File: config.mk
export PLATFORM = sky130hd
export DESIGN_NAME = delay_timer_flat
export DESIGN_NICKNAME = d
export VERILOG_FILES = /design/src/rtl/timer_pkg.sv /design/src/rtl/delay_timer_if.sv /design/src/rtl/prescaler.sv /design/src/rtl/delay_timer.sv /design/src/flat_wrapper.sv
export SDC_FILE = /design/constraint.sdc
export NUM_CORES = 1
export LEC_CHECK = 0
export CORE_MARGIN = 4
export CORE_UTILIZATION = 54
export DETAILED_ROUTE_END_ITERATION = 16
export GPL_ROUTABILITY_DRIVEN = 0
export PLACE_DENSITY = 0.8
export SLEW_MARGIN = 10
export SYNTH_ARGS = -nofsm -noshare
export SYNTH_HDL_FRONTEND = slang
export SYNTH_SLANG_ARGS = --single-unit
File: constraint.sdc
create_clock -name clk -period 3.2 [get_ports clk]
set_input_delay 0.8 -clock clk [delete_from_list [all_inputs] [get_ports clk]]
set_output_delay 0.8 -clock clk [all_outputs]
set_load 0.05 [all_outputs]
File: src/rtl/timer_pkg.sv
// Shared definitions for the programmable delay timer: FSM state type,
// mode encodings and default sizing constants.
package timer_pkg;

    // Controller states; encoding is private to the timer.
    typedef enum logic [1:0] {
        IDLE = 2'd0,
        RUN  = 2'd1,
        DONE = 2'd2
    } timer_state_t;

    localparam logic MODE_ONESHOT  = 1'b0;
    localparam logic MODE_PERIODIC = 1'b1;

    localparam int DEFAULT_WIDTH = 32;
    localparam int DEFAULT_PRE_W = 8;

    // Cycles in one second of the 50 MHz board clock.
    localparam int CYCLES_1S = 50_000_000;

endpackage

File: src/rtl/delay_timer_if.sv
// Requester <-> timer bundle. The master drives start/abort and the load
// values; the slave (the timer) reports busy/done/tick/remaining.
interface delay_timer_if
    import timer_pkg::*;
#(
    parameter int WIDTH = DEFAULT_WIDTH,
    parameter int PRE_W = DEFAULT_PRE_W
);
    logic             start;
    logic             abort;
    logic             mode;
    logic [WIDTH-1:0] count;
    logic [PRE_W-1:0] prescale;
    logic             busy;
    logic             done;
    logic             tick;
    logic [WIDTH-1:0] remaining;

    modport master (
        output start, abort, mode, count, prescale,
        input  busy, done, tick, remaining
    );

    modport slave (
        input  start, abort, mode, count, prescale,
        output busy, done, tick, remaining
    );
endinterface

File: src/rtl/prescaler.sv
// Prescale down-counter. A load captures both the starting value and the
// reload value; while enabled it counts down and, on reaching zero, reloads
// itself. tc flags the zero state so the owner can step its unit counter.
module prescaler #(
    parameter int PRE_W = 8
) (
    input  logic             clk,
    input  logic             rst,
    input  logic             load,
    input  logic             clr,
    input  logic             en,
    input  logic [PRE_W-1:0] load_val,
    output logic             tc
);
    logic [PRE_W-1:0] pre_q, pre_d;
    logic [PRE_W-1:0] reload_q, reload_d;

    assign tc = (pre_q == '0);

    // Next-count selection: clear beats load beats counting.
    always_comb begin
        pre_d    = pre_q;
        reload_d = reload_q;
        if (clr) begin
            pre_d = '0;
        end else if (load) begin
            pre_d    = load_val;
            reload_d = load_val;
        end else if (en) begin
            pre_d = tc ? reload_q : pre_q - 1'b1;
        end
    end

    // Counter and latched reload value registers.
    always_ff @(posedge clk or negedge rst) begin
        if (!rst) begin
            pre_q    <= '0;
            reload_q <= '0;
        end else begin
            pre_q    <= pre_d;
            reload_q <= reload_d;
        end
    end
endmodule

File: src/rtl/delay_timer.sv
// Programmable delay timer. A one-cycle start loads a unit count and a
// prescale; each unit lasts prescale+1 clocks. Expiry is reported as a
// sticky done (one-shot) or a tick stream (periodic). abort and start may
// interrupt a running delay at any time.
module delay_timer
    import timer_pkg::*;
#(
    parameter int WIDTH = DEFAULT_WIDTH,
    parameter int PRE_W = DEFAULT_PRE_W
) (
    input  logic          clk,
    input  logic          rst,
    delay_timer_if.slave  bus
);
    timer_state_t     state_q, state_d;
    logic [WIDTH-1:0] cnt_q, cnt_d;
    logic [WIDTH-1:0] cnt_load_q, cnt_load_d;
    logic             mode_q, mode_d;
    logic             busy_q, busy_d;
    logic             done_q, done_d;
    logic             tick_q, tick_d;

    logic             pre_load;
    logic             pre_clr;
    logic             pre_en;
    logic             pre_tc;
    logic [WIDTH-1:0] count_eff;

    // A zero count would never expire; treat it as a single unit.
    assign count_eff = (bus.count == '0) ? WIDTH'(1) : bus.count;

    prescaler #(.PRE_W(PRE_W)) u_prescaler (
        .clk      (clk),
        .rst      (rst),
        .load     (pre_load),
        .clr      (pre_clr),
        .en       (pre_en),
        .load_val (bus.prescale),
        .tc       (pre_tc)
    );

    // Next-state logic; priority is abort, then start, then expiry.
    always_comb begin
        state_d    = state_q;
        cnt_d      = cnt_q;
        cnt_load_d = cnt_load_q;
        mode_d     = mode_q;
        busy_d     = busy_q;
        done_d     = done_q;
        tick_d     = 1'b0;
        pre_load   = 1'b0;
        pre_clr    = 1'b0;
        pre_en     = 1'b0;

        if (bus.abort) begin
            state_d = IDLE;
            busy_d  = 1'b0;
            done_d  = 1'b0;
            cnt_d   = '0;
            pre_clr = 1'b1;
        end else if (bus.start) begin
            // Fresh load; an interval interrupted here never ticks.
            state_d    = RUN;
            busy_d     = 1'b1;
            done_d     = 1'b0;
            cnt_d      = count_eff;
            cnt_load_d = count_eff;
            mode_d     = bus.mode;
            pre_load   = 1'b1;
        end else if (state_q == RUN) begin
            pre_en = 1'b1;
            if (pre_tc) begin
                if (cnt_q == WIDTH'(1)) begin
                    tick_d = 1'b1;
                    if (mode_q == MODE_PERIODIC) begin
                        // Prescaler reloads itself on tc; restart the units.
                        cnt_d = cnt_load_q;
                    end else begin
                        state_d = DONE;
                        busy_d  = 1'b0;
                        done_d  = 1'b1;
                        cnt_d   = '0;
                        pre_en  = 1'b0;
                        pre_clr = 1'b1;
                    end
                end else begin
                    cnt_d = cnt_q - 1'b1;
                end
            end
        end
    end

    // State, unit counter and registered outputs.
    always_ff @(posedge clk or negedge rst) begin
        if (!rst) begin
            state_q    <= IDLE;
            cnt_q      <= '0;
            cnt_load_q <= '0;
            mode_q     <= MODE_ONESHOT;
            busy_q     <= 1'b0;
            done_q     <= 1'b0;
            tick_q     <= 1'b0;
        end else begin
            state_q    <= state_d;
            cnt_q      <= cnt_d;
            cnt_load_q <= cnt_load_d;
            mode_q     <= mode_d;
            busy_q     <= busy_d;
            done_q     <= done_d;
            tick_q     <= tick_d;
        end
    end

    assign bus.busy      = busy_q;
    assign bus.done      = done_q;
    assign bus.tick      = tick_q;
    assign bus.remaining = cnt_q;
endmodule

File: src/flat_wrapper.sv
// flat-port wrapper written by rule: the top's interface ports become plain ports
module delay_timer_flat import timer_pkg::*;
#(
    parameter int WIDTH = DEFAULT_WIDTH,
    parameter int PRE_W = DEFAULT_PRE_W
)
  (clk, rst, bus_start, bus_abort, bus_mode, bus_count, bus_prescale, bus_busy, bus_done, bus_tick, bus_remaining);
  delay_timer_if #(.WIDTH(WIDTH), .PRE_W(PRE_W)) bus_i ();
  input  logic clk;
  input  logic rst;
  input wire logic [$bits(bus_i.start)-1:0] bus_start;
  input wire logic [$bits(bus_i.abort)-1:0] bus_abort;
  input wire logic [$bits(bus_i.mode)-1:0] bus_mode;
  input wire logic [$bits(bus_i.count)-1:0] bus_count;
  input wire logic [$bits(bus_i.prescale)-1:0] bus_prescale;
  output wire logic [$bits(bus_i.busy)-1:0] bus_busy;
  output wire logic [$bits(bus_i.done)-1:0] bus_done;
  output wire logic [$bits(bus_i.tick)-1:0] bus_tick;
  output wire logic [$bits(bus_i.remaining)-1:0] bus_remaining;
  assign bus_i.start = bus_start;
  assign bus_i.abort = bus_abort;
  assign bus_i.mode = bus_mode;
  assign bus_i.count = bus_count;
  assign bus_i.prescale = bus_prescale;
  assign bus_busy = bus_i.busy;
  assign bus_done = bus_i.done;
  assign bus_tick = bus_i.tick;
  assign bus_remaining = bus_i.remaining;
  delay_timer #(.WIDTH(WIDTH), .PRE_W(PRE_W)) u_core (.clk(clk), .rst(rst), .bus(bus_i));
endmodule
==> flow_metrics.py <==
metrics = {
    "grt": {
        "grt_antenna_before_repair": 0,
        "grt_max_degree": 85,
        "grt_pass1_vias": 4761,
        "gr-total-overflow": 0,
        "grt_use_total": 0.284,
        "grt_first_pass_wirelength_mm": 24.9,
    },
    "drt": {
        "dr.first_iter.drc_count": 434,
        "wl_per_cell_um": 20.2,
        "firstDrtPassIters": 5,
        "antenna_left": 0,
        "drc": 0,
        "drt-total-wl_mm": 15.2,
        "vias": 4909,
        "viasPerCell": 6.52,
    },
    "logic_synthesis": {
        "synth.area.top_cells": "dfrtp_1 (42%), nand2_1 (11%), o21ai_0 (2.7%), nor4_1 (2.4%), a22oi_1 (2.3%)",
        "synth_cells": 572,
        "yosysSeqAreaShare": 0.425,
        "synthFlopType": "dfrtp_1",
        "synth_top_area_frac": 0.425,
        "synthDistinctLibCells": 63,
        "yosysTopAreaCell": "dfrtp_1",
        "async_reset_ff_frac": 1.00,
        "avgSynthCellArea_um2": 8.65,
        "synth-seq-cells": 84,
        "syn_nets": 621,
        "synth_edf_count": 0,
        "ys_warn_count": 0,
        "syn_area_mm2": 0.00495,
    },
    "final_layout": {
        "seqCellArea_mm2": 0.00210,
        "drive_gt1_frac": 0.0961,
        "final_cell_mix": "nand2_1 (145), dfrtp_1 (84), clkdlybuf4s50_1 (78), o21ai_0 (27)",
        "fin_area_mm2": 0.00603,
        "nets": 692,
        "diodes": 0,
        "area_delta_synth_final_pct": 21.9,
        "layout_commonest_cell": "nand2_1",
        "post-route-util": 0.685,
        "fillCellCount": 722,
        "multiInputGateArea_mm2": 0.00263,
    },
    "pwr": {
        "power.density_mw_per_mm2": 585,
        "finalPower_mw": 3.53,
        "leakage_nw": 2.61,
        "peakVddDrop_mv": 0.270,
    },
    "worst_setup_path": {
        "arrival_ns": 3.07,
        "cp.required_ns": 3.45,
        "end_kind": "flip-flop",
        "criticalPathCategory": "flip-flop to flip-flop",
        "worstPathMaxFanout": 11,
        "critPathLaunchType": "flip-flop",
    },
    "sta": {
        "slew_viol_final": 0,
        "fin_tns_setup_ns": 0,
        "setup_viol": 0,
        "grt_setup_unrepaired": "no",
        "finalHoldViolCount": 0,
        "clock_skew_ns": 0.00741,
        "period_minus_slack_ns": 2.82,
        "worst_slew_pin_slew_ns": 1.09,
        "fin_crit_sh": 0.880,
        "max_freq_ghz": 0.355,
        "slew-limit-headroom": 0.276,
    },
    "floorplan": {
        "start_util": 0.562,
        "core_area_mm2": 0.00881,
        "die_area_mm2": 0.0108,
        "die_w_um": 104,
        "placementRows": 34,
        "num_io_pins": 80,
        "die_y_um": 104,
    },
    "clock_network": {
        "holdBufCountCts": 0,
        "clk_latency_ns": 0.36,
        "h-tree-depth": 3,
        "clkSinkCount": 84,
        "cts_root_buf": "clkbuf_8",
        "cts.path.max_buffers": 2,
        "cts_buffers": 9,
        "cts_resized": 0,
        "clk_pin_slew_ns": 0.08,
        "post_cts_buffers": 0,
        "cts_tree": "built",
    },
    "placed_design": {
        "placed_area_mm2": 0.00585,
        "dp_hpwl_mm": 10.6,
        "numPortBuffers": 79,
    },
    "worst_hold_path": {
        "hold_path_class": "flip-flop to flip-flop",
    },
    "run_status": {
        "status": "completed",
    },
    "run": {
        "drv_cap": 0,
    },
}
==> path summary, 6_finish.rpt <==
kind / endpoint / cells after the start / from / slack [ns]
max in group asynchronous: u_core.bus.remaining[5] / 1 / rst / 1.87
hold / removal: u_core.cnt_load_q[22] / 2 / u_core.cnt_load_q[22] / 0.48
min in group asynchronous: u_core.u_prescaler.pre_q[4] / 1 / rst / 0.62
setup / recovery: u_core.u_prescaler.pre_q[1] / 6 / u_core.u_prescaler.pre_q[3] / 0.38
setup reg to reg: u_core.u_prescaler.pre_q[1] / 6 / u_core.u_prescaler.pre_q[3] / 0.38
hold reg to reg: u_core.cnt_load_q[22] / 2 / u_core.cnt_load_q[22] / 0.48
==> synthesized netlist by cell type, drive strengths merged, types with 5 or more instances <==
master,number
xor2,5
xnor2,12
nand3,13
inv,11
clkbuf,30
a21oi,19
nor3,24
nand4,11
o22a,5
o211ai,10
a22oi,15
nor4,20
o21ai,27
a22o,10
dfrtp,84
and3,5
nand2,145
or3,7
or4,6
a31oi,7
nor2,18
mux2,9
a221oi,6
buf,10
==> registers in the layout, summed over array words and instances, names as in the netlist <==
| signal | count |
|---|---|
| u_core.state_q | 2 |
| u_core.cnt_load_q | 32 |
| u_core.u_prescaler.reload_q | 8 |
| u_core.u_prescaler.pre_q | 8 |
| u_core.bus.remaining | 32 |
| u_core.mode_q | 1 |
| u_core.bus.tick | 1 |
==> cell families after synthesis <==
family                   synth area share
AND/OR/NAND/NOR                     0.263
AO/OA/AOI/OAI                       0.197
flip-flops                          0.425
buffers and inverters              0.0465
XOR/XNOR                           0.0301
multiplexers                       0.0286
adder cells (fa/ha/maj)            0.0101
==> report_power, final <==
part / total (mW) / switching [mW] / internal (mW)
combinational: 1.38 / 0.805 / 0.573
clock: 0.742 / 0.375 / 0.367
sequential: 1.41 / 0.202 / 1.21
==> worst max-delay path, stage by stage (launching register included) <==
cell	delay, ns
dfrtp_1	0.48
nor4_1	0.35
buf_4	0.21
nand3_1	0.42
nor2_1	0.64
a311oi_2	0.34
a22o_1	0.27
==> routing by layer <==
metal	up-vias	wire (µm)	global-route usage
met1	2369	6270	0.375
met5	-	0	0
li1	2209	-	-
met2	285	7120	0.451
met4	0	474	0.122
met3	46	1310	0.0641
==> area by class of cell <==
cell class	count	share of cell area
Sequential cell	84	0.348
Multi-Input combinational cell	437	0.436
Tap cell	108	0.0224
Inverter	11	0.00685
Clock buffer	10	0.0228
Clock inverter	3	0.00664
Timing Repair Buffer	100	0.157
==> per-stage QoR <==
step	worst slack, ns	cells	hold WS [ns]
6_report	0.384	753	0.475
5_1_grt	0.244	753	0.502
4_1_cts	0.467	753	0.473
3_5_place_dp	0.412	740	0.455
3_3_place_gp	0.456	740	0.449
2_1_floorplan	0.537	572	0.437
(Power assumes the default switching activity.)
